$ cat src/rtl/lbist_ctrl_pkg.sv
// Shared types for the LBIST power-on session controller: state encoding,
// default timing constants and the core test-pin bundle with its state decode.
package lbist_ctrl_pkg;

  localparam int unsigned DEF_RST_HOLD_CYCLES = 4;
  localparam int unsigned DEF_SETTLE_CYCLES   = 2;
  localparam int unsigned DEF_TIMEOUT_CYCLES  = 65536;

  typedef enum logic [2:0] {
    S_IDLE,
    S_T_RST,
    S_SETUP,
    S_RUN,
    S_EVAL,
    S_F_RST,
    S_FUNC,
    S_FAIL
  } lbist_state_e;

  typedef struct packed {
    logic rst_n;
    logic clk_en;
    logic test_mode;
    logic test_mode_tp;
    logic normal_test;
  } core_pins_t;

  // EVAL keeps the RUN pin values so the core is undisturbed while the verdict is judged.
  function automatic core_pins_t pins_decode(lbist_state_e s);
    core_pins_t p;
    p = '{rst_n: 1'b0, clk_en: 1'b0, test_mode: 1'b0, test_mode_tp: 1'b0, normal_test: 1'b1};
    case (s)
      S_T_RST:                p = '{1'b0, 1'b1, 1'b1, 1'b1, 1'b0};
      S_SETUP, S_RUN, S_EVAL: p = '{1'b1, 1'b1, 1'b1, 1'b1, 1'b0};
      S_F_RST:                p = '{1'b0, 1'b1, 1'b0, 1'b0, 1'b1};
      S_FUNC:                 p = '{1'b1, 1'b1, 1'b0, 1'b0, 1'b1};
      default:                p = '{1'b0, 1'b0, 1'b0, 1'b0, 1'b1};
    endcase
    return p;
  endfunction

endpackage

$ cat src/rtl/lbist_session_ctrl.sv
// Power-on self-test sequencer: test-mode reset, LBIST run with timeout, verdict,
// then functional reset and gated fetch enable (or park in reset on failure).
module lbist_session_ctrl
  import lbist_ctrl_pkg::*;
#(
  parameter int unsigned RST_HOLD_CYCLES = DEF_RST_HOLD_CYCLES,
  parameter int unsigned SETTLE_CYCLES   = DEF_SETTLE_CYCLES,
  parameter int unsigned TIMEOUT_CYCLES  = DEF_TIMEOUT_CYCLES
) (
  input  logic clk_i,
  input  logic rst_ni,
  input  logic start_i,
  input  logic bist_en_i,
  input  logic fetch_enable_i,
  input  logic core_test_over_i,
  input  logic core_go_nogo_i,
  output logic core_rst_no,
  output logic core_clock_en_o,
  output logic core_test_mode_o,
  output logic core_test_mode_tp_o,
  output logic core_normal_test_o,
  output logic core_fetch_enable_o,
  output logic busy_o,
  output logic done_o,
  output logic pass_o,
  output logic timeout_o
);

  localparam int unsigned MAX_AB = (RST_HOLD_CYCLES > SETTLE_CYCLES) ? RST_HOLD_CYCLES : SETTLE_CYCLES;
  localparam int unsigned MAX_P  = (MAX_AB > TIMEOUT_CYCLES) ? MAX_AB : TIMEOUT_CYCLES;
  localparam int unsigned CNT_W  = $clog2(MAX_P) + 1;

  // Counter is loaded with N-1 on entry so a state lasts exactly N cycles.
  localparam logic [CNT_W-1:0] HOLD_LD   = CNT_W'(RST_HOLD_CYCLES - 1);
  localparam logic [CNT_W-1:0] SETTLE_LD = CNT_W'(SETTLE_CYCLES - 1);
  localparam logic [CNT_W-1:0] TMO_LD    = CNT_W'(TIMEOUT_CYCLES - 1);

  lbist_state_e     r_state;
  lbist_state_e     w_state_nxt;
  logic [CNT_W-1:0] r_cnt;
  logic [CNT_W-1:0] w_cnt_nxt;
  logic             r_verdict;
  logic             w_verdict_nxt;
  logic             w_timeout_evt;
  logic             w_cnt_zero;
  core_pins_t       r_pins;
  logic             r_fetch;
  logic             r_busy;
  logic             r_done;
  logic             r_pass;
  logic             r_timeout;

  assign w_cnt_zero = (r_cnt == '0);

  always_comb begin
    w_state_nxt   = r_state;
    w_cnt_nxt     = r_cnt;
    w_verdict_nxt = r_verdict;
    w_timeout_evt = 1'b0;
    case (r_state)
      S_IDLE: begin
        if (start_i) begin
          w_state_nxt = bist_en_i ? S_T_RST : S_F_RST;
          w_cnt_nxt   = HOLD_LD;
        end
      end
      S_T_RST: begin
        if (w_cnt_zero) begin
          w_state_nxt = S_SETUP;
          w_cnt_nxt   = SETTLE_LD;
        end else begin
          w_cnt_nxt = r_cnt - CNT_W'(1);
        end
      end
      // test_over is deliberately not looked at here: it may still be high from a previous run.
      S_SETUP: begin
        if (w_cnt_zero) begin
          w_state_nxt = S_RUN;
          w_cnt_nxt   = TMO_LD;
        end else begin
          w_cnt_nxt = r_cnt - CNT_W'(1);
        end
      end
      S_RUN: begin
        if (core_test_over_i) begin
          w_state_nxt   = S_EVAL;
          w_verdict_nxt = core_go_nogo_i;
          w_cnt_nxt     = '0;
        end else if (w_cnt_zero) begin
          w_state_nxt   = S_FAIL;
          w_timeout_evt = 1'b1;
          w_cnt_nxt     = '0;
        end else begin
          w_cnt_nxt = r_cnt - CNT_W'(1);
        end
      end
      S_EVAL: begin
        if (r_verdict) begin
          w_state_nxt = S_F_RST;
          w_cnt_nxt   = HOLD_LD;
        end else begin
          w_state_nxt = S_FAIL;
          w_cnt_nxt   = '0;
        end
      end
      S_F_RST: begin
        if (w_cnt_zero) begin
          w_state_nxt = S_FUNC;
          w_cnt_nxt   = '0;
        end else begin
          w_cnt_nxt = r_cnt - CNT_W'(1);
        end
      end
      default: begin
        w_state_nxt = r_state;
      end
    endcase
  end

  // Outputs decode the next state so they switch on the same edge as r_state.
  always_ff @(posedge clk_i or negedge rst_ni) begin
    if (!rst_ni) begin
      r_state   <= S_IDLE;
      r_cnt     <= '0;
      r_verdict <= 1'b0;
      r_pins    <= pins_decode(S_IDLE);
      r_fetch   <= 1'b0;
      r_busy    <= 1'b0;
      r_done    <= 1'b0;
      r_pass    <= 1'b0;
      r_timeout <= 1'b0;
    end else begin
      r_state   <= w_state_nxt;
      r_cnt     <= w_cnt_nxt;
      r_verdict <= w_verdict_nxt;
      r_pins    <= pins_decode(w_state_nxt);
      r_fetch   <= (w_state_nxt == S_FUNC) && fetch_enable_i;
      r_busy    <= (w_state_nxt == S_T_RST) || (w_state_nxt == S_SETUP) ||
                   (w_state_nxt == S_RUN)   || (w_state_nxt == S_EVAL)  ||
                   (w_state_nxt == S_F_RST);
      r_done    <= (w_state_nxt == S_FUNC) || (w_state_nxt == S_FAIL);
      r_pass    <= (w_state_nxt == S_FUNC);
      r_timeout <= r_timeout || w_timeout_evt;
    end
  end

  assign core_rst_no         = r_pins.rst_n;
  assign core_clock_en_o     = r_pins.clk_en;
  assign core_test_mode_o    = r_pins.test_mode;
  assign core_test_mode_tp_o = r_pins.test_mode_tp;
  assign core_normal_test_o  = r_pins.normal_test;
  assign core_fetch_enable_o = r_fetch;
  assign busy_o              = r_busy;
  assign done_o              = r_done;
  assign pass_o              = r_pass;
  assign timeout_o           = r_timeout;

endmodule

$ cat config.mk
export PLATFORM = sky130hd
export DESIGN_NAME = lbist_session_ctrl
export DESIGN_NICKNAME = d
export VERILOG_FILES = /design/src/rtl/lbist_ctrl_pkg.sv /design/src/rtl/lbist_session_ctrl.sv
export SDC_FILE = /design/constraint.sdc
export NUM_CORES = 1
export LEC_CHECK = 0
export ABC_AREA = 1
export BUFFER_PORTS_ARGS = -buffer_cell sky130_fd_sc_hd__buf_4
export CORE_ASPECT_RATIO = 1.4
export CORE_MARGIN = 8
export CORE_UTILIZATION = 33
export DETAILED_ROUTE_END_ITERATION = 12
export PLACE_DENSITY = 0.5
export SYNTH_ARGS = -nofsm -noshare
export SYNTH_HDL_FRONTEND = slang
export SYNTH_SLANG_ARGS = --single-unit
$ cat constraint.sdc
create_clock -name clk_i -period 2.6 [get_ports clk_i]
set_input_delay 0.52 -clock clk_i [delete_from_list [all_inputs] [get_ports clk_i]]
set_output_delay 0.52 -clock clk_i [all_outputs]
set_load 0.01 [all_outputs]
==> Word level (Yosys, flattened, before mapping) <==
Index checks and enable logic that the tools add are counted.
{ "word_totals": {"register_bits": 31, "in_bits": 7, "output_inout_bits": 10, "elab_cells": 60} }
{ "classes": {"addsub": 1, "n_eq_ne": 13, "mux": 20, "n_reduce_logical": 13} }
{ "ops": {"columns": ["op", "count"], "rows": [
  ["17-bit case mux with 6 select lines", 1],
  ["17-bit 2-to-1 mux", 5],
  ["3-bit 2-to-1 mux", 7],
  ["5-bit case mux with 4 select lines", 1],
  ["3-bit == test (second input constant)", 6],
  ["3-bit case mux with 6 select lines", 1],
  ["17-bit zero test", 1],
  ["17-bit by 1-bit subtractor with 17-bit output (second input constant)", 1],
  ["3-bit by 2-bit == test with 1-bit output (second input constant)", 4],
  ["3-bit by 1-bit == test with 1-bit output (second input constant)", 2],
  ["1-bit logical OR", 6],
  ["6-bit nonzero test", 1],
  ["2-bit 2-to-1 mux", 2],
  ["2-bit AND reduction", 2],
  ["3-bit zero test", 1],
  ["1-bit 2-to-1 mux", 3],
  ["3-bit OR reduction", 1],
  ["2-bit != test (second input constant)", 1],
  ["1-bit logical AND", 1]
]} }

==> Longest topological paths before layout <==
{ "depth": {"word_depth": 9, "mapped_depth": 15, "mapped_depth_nobuf": 15} }

==> Worst setup path before layout <==
No wires, ideal clock.
{ "synth_timing": {"kind": "reg-to-reg", "start": "register r_cnt[0]", "end": "register r_cnt[15]", "setup_ns": 0.125, "arrival_ns": 1.517, "t_required_ns": 2.475, "path_slack_ns": 0.958, "path_stages_with_launch": 13, "path_buffers": 1, "synth_period_minus_slack_ns": 1.642, "path_cell_list": "dfrtp_1 inv_1 ha_1 inv_1 nor2_1 nand2_1 nor2_4 nand2_4 o21ai_4 inv_2 buf_6 nand4_1 nand3_1"} }
{ "synth_via": {"elab_chain_len": 4, "word_cells_on_any_way": 7, "cone_classes": "add/sub (1); mux (5); reduce/logical (1)"} }
{ "synth_lines": {"columns": ["element", "line_no", "rtl"], "rows": [
  ["from (decl)", "lbist_session_ctrl.sv:40", "logic [CNT_W-1:0] r_cnt;"],
  ["from (signal assigned)", "lbist_session_ctrl.sv:134", "r_cnt <= w_cnt_nxt;"],
  ["17-bit by 1-bit subtractor with 17-bit output / 17-bit zero test (equally long branches)", null, null],
  ["17-bit 2-to-1 mux", "lbist_session_ctrl.sv:89, lbist_session_ctrl.sv:107", null],
  ["17-bit 2-to-1 mux", "lbist_session_ctrl.sv:85", "if (core_test_over_i) begin"],
  ["17-bit case mux with 6 select lines (*)", "lbist_session_ctrl.sv:60", "case (r_state)"]
]} }
Every way passes the cells marked *; elsewhere a longest branch is shown, timed or not.
A chain may end at the register's enable or synchronous reset.

==> Worst setup path after layout <==
{ "layout_timing": {"start": "register r_cnt[0]", "end": "register r_cnt[3]"} }
Same word-level chain as after synthesis.

==> run metrics <==
pwr/cell area=515 mW/mm^2; final WL=4210 um; # setup viols final=0; slew margin rel.=just over 60%; ant diodes=0; status=finished clean; CTS root buf=clkbuf_8; Yosys reg bits=30; max reg flops=17; synthesized instance count=239; layout cell share with drive strength beyond 1=17.6%; Worst Path Required=2.75 ns; Crit-path slowest cell=dfrtp_1; total CTS buffers=5; final cycle utilization of the critical path=just over 70%; synth unique cells=31; placed insts=319; cell count of the worst reg-to-reg path=11; number of buffers added for setup after CTS=0; CTS H-Tree Depth=2; CP max stage delay=0.39 ns; post-synthesis xor/xnor area fraction=around 4%; maximum vdd drop=0.283 mV; GRT Total Usage=11.6%; synthesized area per cell=7.47 um^2; Top reg by flops=r_cnt; area share of fa/ha/maj cells after synthesis=1.40%; Critical Path End Type=register; largest net degree at the start of global routing=31; FP Rows=31; Vias/cell=roughly 4.6; mux share of post-synthesis cell area=0%; Cell Area, Synth=0.00178 mm^2; vias in the first global route=1601; RePlAce Congestion=between 0.8 and 0.9; Core Region=0.00520 mm^2; DR iter-0 viols=50; min Tclk post-route=1.87 ns; clock latency on the worst-skew pair=0.29 ns; Startpoint Class=register; setup_tns=0 ns; Worst-path clk slew=0.07 ns; buffers added on ports=16; Die ar.=0.00805 mm^2; total number of vias=~1500; clock sinks=30; Die H=around 100 um; global-route wire length before repair=7420 um; PnR Total Power=1090 uW; final cell count without fillers=approximately 330; hpwl dp=3180 um; Fmax achieved=535 MHz; Max Cap Viol=0; synthesis-to-finish area growth=18.4%; Max Slew Vio Count=0; RSZ-0062 raised after global routing=no; Hold-fix buffers, CTS=0; CP arrival=about 2.0 ns; worst slew pin tran=approximately 0.56 ns; worst hold path type=in -> async; Top Ports=17; clock skew=0.00830 ns; Worst path depth=11; delay-heaviest family, CP=compound AO/OA/AOI/OAI gates; die width=78.1 um; global route overflow=0; Regs by FF count=r_cnt x17, r_state x3; initial antenna violation count=0; CP Max Fanout=12; sequential fraction of the synthesis area=42.1%; Yosys warning count=0; remaining routing DRC violations=0; Final ANT Viol Nets=0; Initial Utilization=34.3%; Synth Area in Compound Gates=9.89%; Crit Path Class=reg -> reg; length of the first detailed-routing pass in iterations=4; CTS tree=yes; Bufs and invs on worst path=3; leak pwr=roughly 0.0011 uW; largest family of logic cells by synthesized area=simple AND/OR/NAND/NOR gates; Synth Area in Simple Gates=33.9%; post-CTS resize count=0; drt wl/cell=12.9 um; final-stage net count=269; post-synthesis net count=248; Critical Path, Cell by Cell=inv_1, ha_1, inv_1, nor2_1, nand2_1, nor2_4, nand2_4, o21ai_4, inv_2, o21ai_0, o21ai_0; Hold Violations, Final=0; Max clock buf depth=2
[cell families after synthesis]
| kind of cell | Yosys count |
|---|---|
| and+or+nand+nor | 132 |
| buffers and inverters | 38 |
| DFF | 30 |
| AOI/OAI and AO/OA | 29 |
| xor gates and xnor gates | 8 |
| adders and majority gates | 2 |
[layout make-up]
cell class	count	area [um^2]
Tap cell	66	82.6
Fill cell	555	3080
Multi-Input combinational cell	171	877
Timing Repair Buffer	17	128
Clock inverter	2	60.1
Clock buffer	6	82.6
Inverter	35	131
Sequential cell	30	752
[report_power, final]
group / total (uW) / internal [uW] / switching (uW)
registers: 469 / 468 / 0.637
clock network: 599 / 409 / 190
logic: 20.0 / 7.46 / 12.5
total: 1090 / 885 / 203
[path summary, 6_finish.rpt]
check	end	from	slack (ns)
worst max register to register	r_cnt[3]$_DFFE_PN0P_	r_cnt[0]$_DFFE_PN0P_	0.73
min in group clk_i	core_fetch_enable_o$_DFF_PN0_	fetch_enable_i	0.44
worst min-delay path	r_cnt[2]$_DFFE_PN0P_	rst_ni	0.15
worst min register to register	timeout_o$_DFF_PN0_	timeout_o$_DFF_PN0_	0.51
worst max-delay path	r_cnt[3]$_DFFE_PN0P_	r_cnt[0]$_DFFE_PN0P_	0.73
max in group asynchronous	core_normal_test_o$_DFF_PN1_	rst_ni	2.12
[per-stage QoR]
step	util [%]	instance area, um^2	worst slack, ns	hold WS (ns)
2_1_floorplan	-	1780	0.958	0.224
3_3_place_gp	37.9	1970	0.814	0.478
3_5_place_dp	37.9	1970	0.728	0.472
4_1_cts	40.7	2110	0.723	0.171
5_1_grt	40.7	2110	0.449	0.191
6_report	40.7	2110	0.732	0.155
[worst reg2reg max path, stage by stage, from the launching register on]
cell	delay, ns
dfrtp_1	0.39
inv_1	0.12
ha_1	0.18
inv_1	0.04
nor2_1	0.08
nand2_1	0.09
nor2_4	0.14
nand2_4	0.11
o21ai_4	0.22
inv_2	0.17
o21ai_0	0.10
o21ai_0	0.10
[synth_stat cells, drive strengths merged]
library cell / number / area, um^2
nand3: 15 / 80.1
nor3: 3 / 15.0
xnor2: 1 / 8.76
o21ai: 21 / 128
inv: 34 / 128
a21oi: 4 / 20.0
dfstp: 1 / 26.3
ha: 2 / 25.0
dfrtp: 29 / 726
buf: 3 / 23.8
nand2: 69 / 284
nand4: 3 / 18.8
xor2: 7 / 61.3
nor2: 41 / 200
nand3b: 1 / 7.51
o22ai: 2 / 12.5
o21a: 1 / 7.51
clkinv: 1 / 3.75
a31o: 1 / 8.76
[per-layer routing]
metal / GRT usage [%] / vias to the layer above / share of wire, %
li1: - / 785 / -
met1: 12.6 / 704 / 42
met2: 21.2 / 23 / 54
met3: 2.53 / 6 / 2.7
met4: 4.58 / 0 / 1.5
met5: 0 / - / 0
[cells in the final DEF (no fill, tap or decap), types with 3 or more instances in the layout]
cell type	n
inv_1	33
o21ai_1	4
nor2_4	3
nand4_1	3
nand3_1	14
nand2_1	63
dfrtp_1	29
clkbuf_8	6
nor2_2	3
o21ai_2	3
nor3_1	3
nand2_2	4
a21oi_1	4
nor2_1	34
xor2_1	7
o21ai_0	13
buf_4	17
Power figures use the tool's default switching activity.
